$ cat config.mk
export PLATFORM = sky130hd
export DESIGN_NAME = mobo_dev_bridge
export DESIGN_NICKNAME = d
export VERILOG_FILES = /design/src/rtl/mobo_dev_bridge.sv
export SDC_FILE = /design/constraint.sdc
export NUM_CORES = 1
export LEC_CHECK = 0
export ABC_AREA = 1
export BUFFER_PORTS_ARGS = -buffer_cell sky130_fd_sc_hd__buf_2
export CAP_MARGIN = 25
export CORE_UTILIZATION = 41
export CTS_CLUSTER_DIAMETER = 40
export CTS_CLUSTER_SIZE = 25
export DETAILED_ROUTE_END_ITERATION = 12
export PLACE_DENSITY_LB_ADDON = 0.1
export SLEW_MARGIN = 20
export SYNTH_ARGS = -nofsm -noshare
export SYNTH_HDL_FRONTEND = slang
export SYNTH_SLANG_ARGS = --single-unit
$ cat constraint.sdc
create_clock -name clk -period 1.6 [get_ports clk]
set_clock_uncertainty 0.05 [all_clocks]
set_input_delay 0.08 -clock clk [delete_from_list [all_inputs] [get_ports clk]]
set_output_delay 0.08 -clock clk [all_outputs]
set_load 0.05 [all_outputs]
$ cat src/rtl/mobo_dev_bridge.sv
// mobo_dev_bridge: CPU-side bridge to n_dev memory-mapped peripherals using a registered
// four-phase req/ack handshake, with device decode, per-state timeout and error pulses.
module mobo_dev_bridge #(
    parameter int word_width     = 32,
    parameter int n_dev          = 2,
    parameter int sel_w          = 1,
    parameter int timeout_cycles = 255
) (
    input  logic                          clk,
    input  logic                          rst,
    input  logic                          start,
    input  logic                          is_write,
    input  logic [word_width-1:0]         transl_addr,
    input  logic [word_width-1:0]         cpu_data_out,
    output logic [word_width-1:0]         cpu_data_in,
    output logic                          busy,
    output logic                          done,
    output logic                          err,
    output logic [n_dev-1:0]              dev_req,
    output logic                          dev_we,
    output logic [word_width-1:0]         addr,
    output logic [word_width-1:0]         data_out,
    input  logic [n_dev-1:0]              dev_ack,
    input  logic [n_dev*word_width-1:0]   dev_data_in
);

    localparam int CNT_W     = (timeout_cycles > 0) ? $clog2(timeout_cycles + 1) : 1;
    localparam int TO_LAST_I = (timeout_cycles > 0) ? timeout_cycles - 1 : 0;
    localparam logic [CNT_W-1:0] TO_LAST = CNT_W'(TO_LAST_I);

    typedef enum logic [2:0] {
        S_IDLE,
        S_WAIT_FREE,
        S_WAIT_ACK,
        S_WAIT_REL,
        S_DONE,
        S_ERR
    } state_t;

    state_t                 state_q, state_d;
    logic [CNT_W-1:0]       cnt_q, cnt_d;
    logic [sel_w-1:0]       idx_q, idx_d;
    logic                   we_q, we_d;
    logic [word_width-1:0]  addr_q, addr_d;
    logic [word_width-1:0]  wdata_q, wdata_d;
    logic [word_width-1:0]  rdata_q, rdata_d;
    logic [n_dev-1:0]       req_q, req_d;
    logic                   dev_we_q, dev_we_d;
    logic                   done_q, done_d;
    logic                   err_q, err_d;
    logic                   busy_q, busy_d;

    logic [sel_w-1:0]       new_idx;
    logic                   new_bad;
    logic [n_dev-1:0]       sel_oh;
    logic [word_width-1:0]  rd_sel;
    logic                   ack_sel;
    logic                   timed_out;
    logic                   go_err;

    assign new_idx   = transl_addr[word_width-1 -: sel_w];
    assign new_bad   = (32'(new_idx) >= 32'(n_dev));
    assign ack_sel   = |(dev_ack & sel_oh);
    assign timed_out = (timeout_cycles != 0) && (cnt_q == TO_LAST);

    // Decode of the latched device index: request one-hot and read-data mux.
    always_comb begin
        sel_oh = '0;
        rd_sel = '0;
        for (int k = 0; k < n_dev; k++) begin
            sel_oh[k] = (32'(idx_q) == 32'(k));
            if (sel_oh[k]) begin
                rd_sel = dev_data_in[k*word_width +: word_width];
            end
        end
    end

    always_comb begin
        state_d  = state_q;
        idx_d    = idx_q;
        we_d     = we_q;
        addr_d   = addr_q;
        wdata_d  = wdata_q;
        rdata_d  = rdata_q;
        req_d    = req_q;
        dev_we_d = dev_we_q;
        done_d   = 1'b0;
        err_d    = 1'b0;
        go_err   = 1'b0;
        cnt_d    = cnt_q;

        unique case (state_q)
            S_IDLE: begin
                if (start) begin
                    idx_d   = new_idx;
                    we_d    = is_write;
                    addr_d  = transl_addr;
                    wdata_d = cpu_data_out;
                    if (new_bad) begin
                        state_d = S_ERR;
                        err_d   = 1'b1;
                        if (!is_write) rdata_d = '1;
                    end else begin
                        state_d = S_WAIT_FREE;
                    end
                end
            end
            S_WAIT_FREE: begin
                if (!ack_sel) begin
                    req_d    = sel_oh;
                    dev_we_d = we_q;
                    state_d  = S_WAIT_ACK;
                end else if (timed_out) begin
                    go_err = 1'b1;
                end
            end
            S_WAIT_ACK: begin
                if (ack_sel) begin
                    if (!we_q) rdata_d = rd_sel;
                    req_d    = '0;
                    dev_we_d = 1'b0;
                    state_d  = S_WAIT_REL;
                end else if (timed_out) begin
                    go_err = 1'b1;
                end
            end
            S_WAIT_REL: begin
                if (!ack_sel) begin
                    state_d = S_DONE;
                    done_d  = 1'b1;
                end else if (timed_out) begin
                    go_err = 1'b1;
                end
            end
            S_DONE:  state_d = S_IDLE;
            S_ERR:   state_d = S_IDLE;
            default: state_d = S_IDLE;
        endcase

        // A completed handshake on the same cycle always beats the timeout.
        if (go_err) begin
            state_d  = S_ERR;
            err_d    = 1'b1;
            req_d    = '0;
            dev_we_d = 1'b0;
            if (!we_q) rdata_d = '1;
        end

        if (state_d != state_q) begin
            cnt_d = '0;
        end else if ((state_q == S_WAIT_FREE || state_q == S_WAIT_ACK || state_q == S_WAIT_REL)
                     && (cnt_q != '1)) begin
            cnt_d = cnt_q + CNT_W'(1);
        end

        busy_d = (state_d != S_IDLE);
    end

    always_ff @(posedge clk) begin
        if (rst) begin
            state_q  <= S_IDLE;
            cnt_q    <= '0;
            idx_q    <= '0;
            we_q     <= 1'b0;
            addr_q   <= '0;
            wdata_q  <= '0;
            rdata_q  <= '0;
            req_q    <= '0;
            dev_we_q <= 1'b0;
            done_q   <= 1'b0;
            err_q    <= 1'b0;
            busy_q   <= 1'b0;
        end else begin
            state_q  <= state_d;
            cnt_q    <= cnt_d;
            idx_q    <= idx_d;
            we_q     <= we_d;
            addr_q   <= addr_d;
            wdata_q  <= wdata_d;
            rdata_q  <= rdata_d;
            req_q    <= req_d;
            dev_we_q <= dev_we_d;
            done_q   <= done_d;
            err_q    <= err_d;
            busy_q   <= busy_d;
        end
    end

    assign cpu_data_in = rdata_q;
    assign busy        = busy_q;
    assign done        = done_q;
    assign err         = err_q;
    assign dev_req     = req_q;
    assign dev_we      = dev_we_q;
    assign addr        = addr_q;
    assign data_out    = wdata_q;

endmodule

==> run summary, run 1 <==
================================================================================
Setup Crit Path Kind                                                  reg -> reg
Hold slack final                                                       0.0497 ns
Portion of total power attributed to sequential cells                      0.329
First-pass GRT wire length                                              22300 um
Cell Int Power                                                         0.00684 W
Fin worst setup slack                                                  -0.104 ns
End of the critical path                                            cpu_data_in[22]
Post-route fraction of the period consumed by the critical path             1.06
Chip width                                                                109 um
Result of the run                                                   complete, but fails checks
Worst reg2reg setup slack                                               -0.10 ns
Number of buffers inserted during clock tree synthesis                        17
Final Core Density                                                         0.708
Length in cells of the worst reg-to-reg path                                   9
Number of warning messages in the yosys log                                    0
Combinational cell fraction of total power                                 0.232
Insertion delay of the later-clocked pin in the worst-skew pair          0.40 ns
Synthesis-to-layout area growth                                            65.5%
Detailed-route via count                                                    5348
Destination of the worst register-to-register timing path           cpu_data_in[22]
Reported net switching power                                           0.00294 W
Clk pwr share                                                              0.439
Post-detail-place hpwl                                                   9010 um
Effective utilization at floorplan                                         0.428
Critical Path Start Type                                                register
Number of buffers on the longest clock path                                    2
Dominant cell type by area after synthesis                               dfxtp_1
H-tree levels                                                                  4
Post-synth top cells                                                214 x nor2_1, 123 x o21ai_0, 114 x dfxtp_1
EDFF count, synth                                                              0
All-layer global routing usage                                             0.242
Synthesized Nets                                                             760
Input/output buffers                                                         235
Clock tree from TritonCTS                                                  built
Via density per instance                                                    4.90
Final-report hold violation count                                              0
Count of nets left with antenna violations after detail routing                0
Actual slew at the worst max-slew pin                                   0.582 ns
Launching instance or port of the critical path                       state_q[1]
Number of top-level design ports                                             236
Overall power                                                          0.00978 W
Core Box Area                                                         11000 um^2
Antenna diode instance count                                                   0
IR drop worst, VDD                                                        908 uV
Power density normalized to cell area                               1260 nW/um^2
Hold Crit Class                                                        in -> reg
Top post-synthesis cells by area                                    dfxtp_1 49%, nor2_1 17%, o21ai_0 13%
Number of distinct library cells after synthesis                              26
Detailed-route wire length                                              15400 um
Most used DFF post-synth                                                 dfxtp_1
Layout cells sized above 1                                                 0.416
Via count of the first global-routing pass                                  5072
Final routed DRC violation total                                               0
Switching Share                                                            0.301
Top fanout value on the critical path                                          8
Number of fill cells in the layout                                           813
Total count of max-transition violations in the final report                   0
Number of max-capacitance violations reported                                  0
Violations in the final reports                                     setup timing
CP endpoint kind                                                        register
Startpoint of the worst register-to-register path                     state_q[1]
Final critical path time including I/O delays and setup                  1.70 ns
Clock sink total                                                             114
Most numerous cell in the Yosys netlist                                   nor2_1
Endpoint required time on the critical path                              1.81 ns
Synth Area per Inst                                                    7.53 um^2
WP data arrival                                                          1.92 ns
CTS Root Buffer Type                                                   clkbuf_16
Seq/Total Area, Yosys                                                      0.486
Die Area                                                              11900 um^2
Antenna violations before repair                                               0
Pin count of the biggest net entering global routing                          65
Max transition margin                                                      0.612
Gate count of the mapped netlist                                             624
Placement Setup Slack                                                  -0.172 ns
Area of the mapped netlist                                             4700 um^2
Overall die height                                                        109 um
Leakage power of the design                                              3.70 nW
Top achievable clock speed                                               587 MHz
Average wire length per cell after detail routing                        14.1 um
Iteration-0 DRC Markers                                                      265
Share of synthesized flip-flops with an asynchronous set or reset              0
Final number of setup-violating endpoints                                     32
RSZ-0062 raised after global routing                                        true
Residual overflow from global routing                                          0
Final layout net count                                                      1075
#FFs+latches synth                                                           114
Area share of the leading cell type in the synthesized netlist             0.486
Detailed-routing iteration count for the pre-antenna-repair pass               4
Number of placement rows                                                      38
Worst-path clk slew                                                      0.05 ns
Final estimated routing congestion in global placement                     0.864
================================================================================
[cell usage in the layout, fill, tap and decap left out, types with 2 or more instances in the layout]
cell and n:
buf_2 235, nor2_1 210, dfxtp_1 110, o21ai_0 78, dlygate4sd3_1 65, nand2_1 31, a21oi_2 31, o21ai_2 30
buf_4 28, o21ai_1 23, clkbuf_16 20, inv_1 12, a21oi_1 11, nand2_2 8, bufinv_16 6, inv_2 5
nand3_1 5, nor2_2 5, xor2_1 5, buf_12 5, clkbuf_8 3, clkinv_2 3, dfxtp_2 3, nor3_4 2
nand2_4 2, nor2_4 2, ha_1 2, clkbuf_1 2
[critical path, cell delays in order (launching register included)]
cell and delay, ns:
dfxtp_4 0.37, nand2_2 0.07, nor2_4 0.15, inv_2 0.07
nor3_4 0.28, buf_12 0.17, clkbuf_16 0.16, o21ai_1 0.07
o21ai_1 0.09, a21oi_2 0.06
[worst min path at each step]
| stage | start | endpoint | slack [ns] | cells after the start |
|---|---|---|---|---|
| after floorplan | cpu_data_out[16] | data_out[16] | 0.16 | 2 |
| after global placement | transl_addr[22] | addr[22] | 0.25 | 3 |
| after detailed placement | cpu_data_out[13] | data_out[13] | 0.26 | 3 |
| after CTS | dev_data_in[43] | cpu_data_in[11] | 0.05 | 5 |
| after global routing | dev_data_in[13] | cpu_data_in[13] | 0.06 | 5 |
| final | dev_data_in[40] | cpu_data_in[8] | 0.05 | 5 |
[layer usage]
| layer | routed length (um) | global-route usage | vias up | share of wire |
|---|---|---|---|---|
| li1 | - | - | 2661 | - |
| met1 | 6190 | 0.266 | 2441 | 0.40 |
| met2 | 7730 | 0.425 | 208 | 0.50 |
| met3 | 1040 | 0.0747 | 38 | 0.068 |
| met4 | 392 | 0.109 | 0 | 0.026 |
| met5 | 0 | 0 | - | 0 |
[area by class of cell]
| type | count | area, um^2 | area share |
|---|---|---|---|
| inverter | 18 | 72.6 | 0.00933 |
| multi-input combinational | 449 | 2300 | 0.295 |
| tap | 140 | 175 | 0.0225 |
| clock buffer | 22 | 474 | 0.0610 |
| timing repair buffer | 339 | 2270 | 0.291 |
| sequential | 114 | 2290 | 0.294 |
| clock inverter | 10 | 203 | 0.0261 |
[kinds of logic (layout without fill, tap and decap cells)]
kind of cell,count (synthesis),count (layout),synth area share
compound gates,174,174,0.210
xor+xnor,6,6,0.0112
fa+ha+maj,2,2,0.00532
buf+inv,61,389,0.0599
flops,114,114,0.486
simple gates,267,267,0.228
[power by group through the flow]
stage               combinational [W]  sequential, W  clock [W]
finish                        0.00227        0.00322    0.00430
global placement              0.00196        0.00325          0
CTS                           0.00212        0.00320    0.00437
detailed placement            0.00199        0.00325          0
floorplan                    0.000611        0.00403          0
global route                  0.00243        0.00324    0.00451
[metrics by stage]
| step | instance area [um^2] | instances | TNS (ns) |
|---|---|---|---|
| floorplan | 4700 | 624 | 0 |
| global placement | 6110 | 985 | -0.0689 |
| detailed placement | 6110 | 985 | -4.13 |
| CTS | 7460 | 1082 | -0.00638 |
| global route | 7780 | 1092 | -4.19 |
| finish | 7780 | 1092 | -2.02 |
[what timing repair did]
action                                  CTS  global route
pin swaps                                 1            18
hold buffers                             65             0
resized for setup                         8            92
hold endpoints to repair                 65             0
setup buffers                             0             5
cloned                                    0             5
endpoints found under the setup margin   95            97
[state kept, by name, indices dropped and copies added, names as in the netlist]
register     flops
addr            31
cpu_data_in     32
err              1
cnt_q            8
dev_req          2
state_q          3
idx_q            1
dev_we           1
busy             1
data_out        32
done             1
we_q             1
Power figures use the tool's default switching activity.
==> inputs of run 2 (changes only) <==
- REMOVE_ABC_BUFFERS: not set -> 1
==> run summary, run 2 (synthesized netlist as in run 1, its figures left out) <==
=====================================================================================
All-layer global routing usage                                                  0.255   +0.0134
Final-layout setup total negative slack                                    -0.0472 ns   +1.98 ns
Reported net switching power                                                0.00302 W   +2.6%
Post-route fraction of the period consumed by the critical path                  1.01   -0.0548
Input/output buffers                                                              235   unchanged
Post-detail-place hpwl                                                        9550 um   +6.0%
Hold-critical path depth                                                            5   unchanged
Final Core Density                                                              0.714   +0.00592
Top fanout value on the critical path                                               7   -1
Detailed-route via count                                                         5438   +1.7%
Residual overflow from global routing                                               0   unchanged
Final number of setup-violating endpoints                                           6   -81%
Antenna violations before repair                                                    1   +1
Length in cells of the worst reg-to-reg path                                       10   +1
Post-DP Area                                                                6170 um^2   +0.98%
Final critical path time including I/O delays and setup                       1.62 ns   -0.0877 ns
Number of placement rows                                                           38   unchanged
Final routed DRC violation total                                                    0   unchanged
Switching Share                                                                 0.312   +0.0115
Layout cells sized above 1                                                      0.418   +0.00235
Worst reg2reg setup slack                                                    -0.02 ns   +0.09 ns
Final estimated routing congestion in global placement                          0.941   +9.0%
Core Box Area                                                              11000 um^2   unchanged
IR drop worst, VDD                                                             860 uV   -5.2%
Actual slew at the worst max-slew pin                                        0.576 ns   -0.00585 ns
Number of max-capacitance violations reported                                       0   unchanged
Worst-path clk slew                                                           0.05 ns   about the same
Destination of the worst register-to-register timing path                cpu_data_in[11]
Launching instance or port of the critical path                            state_q[0]
Critical Path Start Type                                                     register
Clk pwr share                                                                   0.432   -0.007
End point of the worst hold path                                         cpu_data_in[25]
Cell Int Power                                                              0.00665 W   -2.8%
Power density normalized to cell area                                    1230 nW/um^2   -2.0%
Pin count of the biggest net entering global routing                               55   -15%
Chip width                                                                     109 um   unchanged
Insertion delay of the later-clocked pin in the worst-skew pair               0.40 ns   about the same
Violations in the final reports                                          setup timing
WP data arrival                                                               1.82 ns   -0.10 ns
Number of buffers inserted during clock tree synthesis                             17   unchanged
CTS Root Buffer Type                                                        clkbuf_16
Leakage power of the design                                                   3.73 nW   +0.79%
Max transition margin                                                           0.616   +0.00390
Via count of the first global-routing pass                                       5155   +1.6%
First-pass GRT wire length                                                   23700 um   +6.0%
Number of buffers on the longest clock path                                         2   unchanged
Clock sink total                                                                  114   unchanged
Met1 Track Usage GR                                                             0.278   +0.0127
Synthesis-to-layout area growth                                                 66.9%
Hold slack final                                                            0.0506 ns   +0.000854 ns
Count of nets left with antenna violations after detail routing                     0   unchanged
Result of the run                                                        complete, but fails checks
Most used cells in the layout excluding fill and tap cells               235 x buf_2, 210 x nor2_1, 109 x dfxtp_1, 82 x o21ai_0, 65 x dlygate4sd3_1
Die Area                                                                   11900 um^2   unchanged
Startpoint of the worst register-to-register path                          state_q[0]
Total count of max-transition violations in the final report                        0   unchanged
RSZ-0062 raised after global routing                                             true
Final layout net count                                                           1084   +0.84%
Detailed-route wire length                                                   16000 um   +4.5%
Placement Setup Slack                                                      -0.0755 ns   +0.0961 ns
Global Route met3 Usage                                                        0.0669   -0.00777
Overall die height                                                             109 um   unchanged
CP endpoint kind                                                             register
Final-report hold violation count                                                   0   unchanged
Most frequent standard cell in the layout excluding fill and tap cells          buf_2
Fin worst setup slack                                                      -0.0160 ns   +0.0877 ns
Endpoint required time on the critical path                                   1.81 ns   about the same
Hold Crit Class                                                             in -> reg
Setup Crit Path Kind                                                       reg -> reg
Average wire length per cell after detail routing                             14.6 um   +3.5%
Effective utilization at floorplan                                              0.428   unchanged
Via density per instance                                                         4.93   +0.76%
Met2 Resource Use GR                                                            0.456   +0.0319
Top achievable clock speed                                                    619 MHz   +5.4%
Iteration-0 DRC Markers                                                           313   +18%
Fin area                                                                    7840 um^2   +0.84%
Number of top-level design ports                                                  236   unchanged
Detailed-routing iteration count for the pre-antenna-repair pass                    4   unchanged
Gr busiest metal                                                                 met2
H-tree levels                                                                       4   unchanged
Combinational cell fraction of total power                                      0.235   +0.003
Startpoint of the most critical hold path                                dev_data_in[57]
Clock tree from TritonCTS                                                       built
Portion of total power attributed to sequential cells                           0.332   +0.003
=====================================================================================
## run 2: cell count changes in the layout (fill, tap and decap cells not counted), sizes merged
cell      change
buf           +8
bufinv        -1
clkbuf        -2
clkinv        -1
clkinvlp      +4
diode         +1
inv           +1
## run 2: critical path: stages (launching register included)
cell	delay, ns
dfxtp_4	0.36
inv_4	0.06
nand2_4	0.04
nor2_4	0.13
inv_2	0.07
nor3_4	0.18
buf_6	0.17
clkbuf_16	0.16
o21ai_1	0.07
o21ai_1	0.10
a21oi_2	0.08
## run 2: final cells by class
type / instances / area [um^2]
tap: 140 / 175
sequential: 114 / 2300
clock inverter: 13 / 206
timing repair buffer: 348 / 2360
fill: 855 / 3140
multi-input combinational: 449 / 2270
inverter: 18 / 75.1
antenna: 1 / 2.50
clock buffer: 19 / 453
## run 2: layer usage
layer,part of all wire,wire length (um)
met1,0.40,6460
met2,0.50,8040
met3,0.073,1170
met4,0.023,367
met5,0,0
## run 2: how the worst max path moves through the flow
stage / endpoint / cells past startpoint
after floorplan: idx_q / 6
after global placement: cpu_data_in[31] / 8
after detailed placement: cpu_data_in[31] / 8
after CTS: cpu_data_in[10] / 9
after global routing: cpu_data_in[30] / 10
final: cpu_data_in[11] / 10
## run 2: what timing repair did
| action | CTS | global route |
|---|---|---|
| hold endpoints to repair | 65 | 0 |
| hold buffers | 65 | 0 |
| buffers inserted | 0 | 4 |
| endpoints found under the setup margin | 34 | 80 |
| cloned | 1 | 6 |
| resized for setup | 7 | 91 |
| pin swaps | 1 | 27 |
## run 2: power by group through the flow
stage	clock network [W]	registers, W	logic (W)
4_1_cts	0.00422	0.00321	0.00215
2_1_floorplan	0	0.00405	0.000524
6_report	0.00418	0.00322	0.00228
5_1_grt	0.00436	0.00324	0.00242
3_3_place_gp	0	0.00325	0.00198
3_5_place_dp	0	0.00325	0.00201
## run 2: metrics by stage
step	cells	total power, W
final	1102	0.00967
after global routing	1102	0.0100
after CTS	1091	0.00957
after detailed placement	993	0.00527
after global placement	993	0.00523
after floorplan	581	0.00458
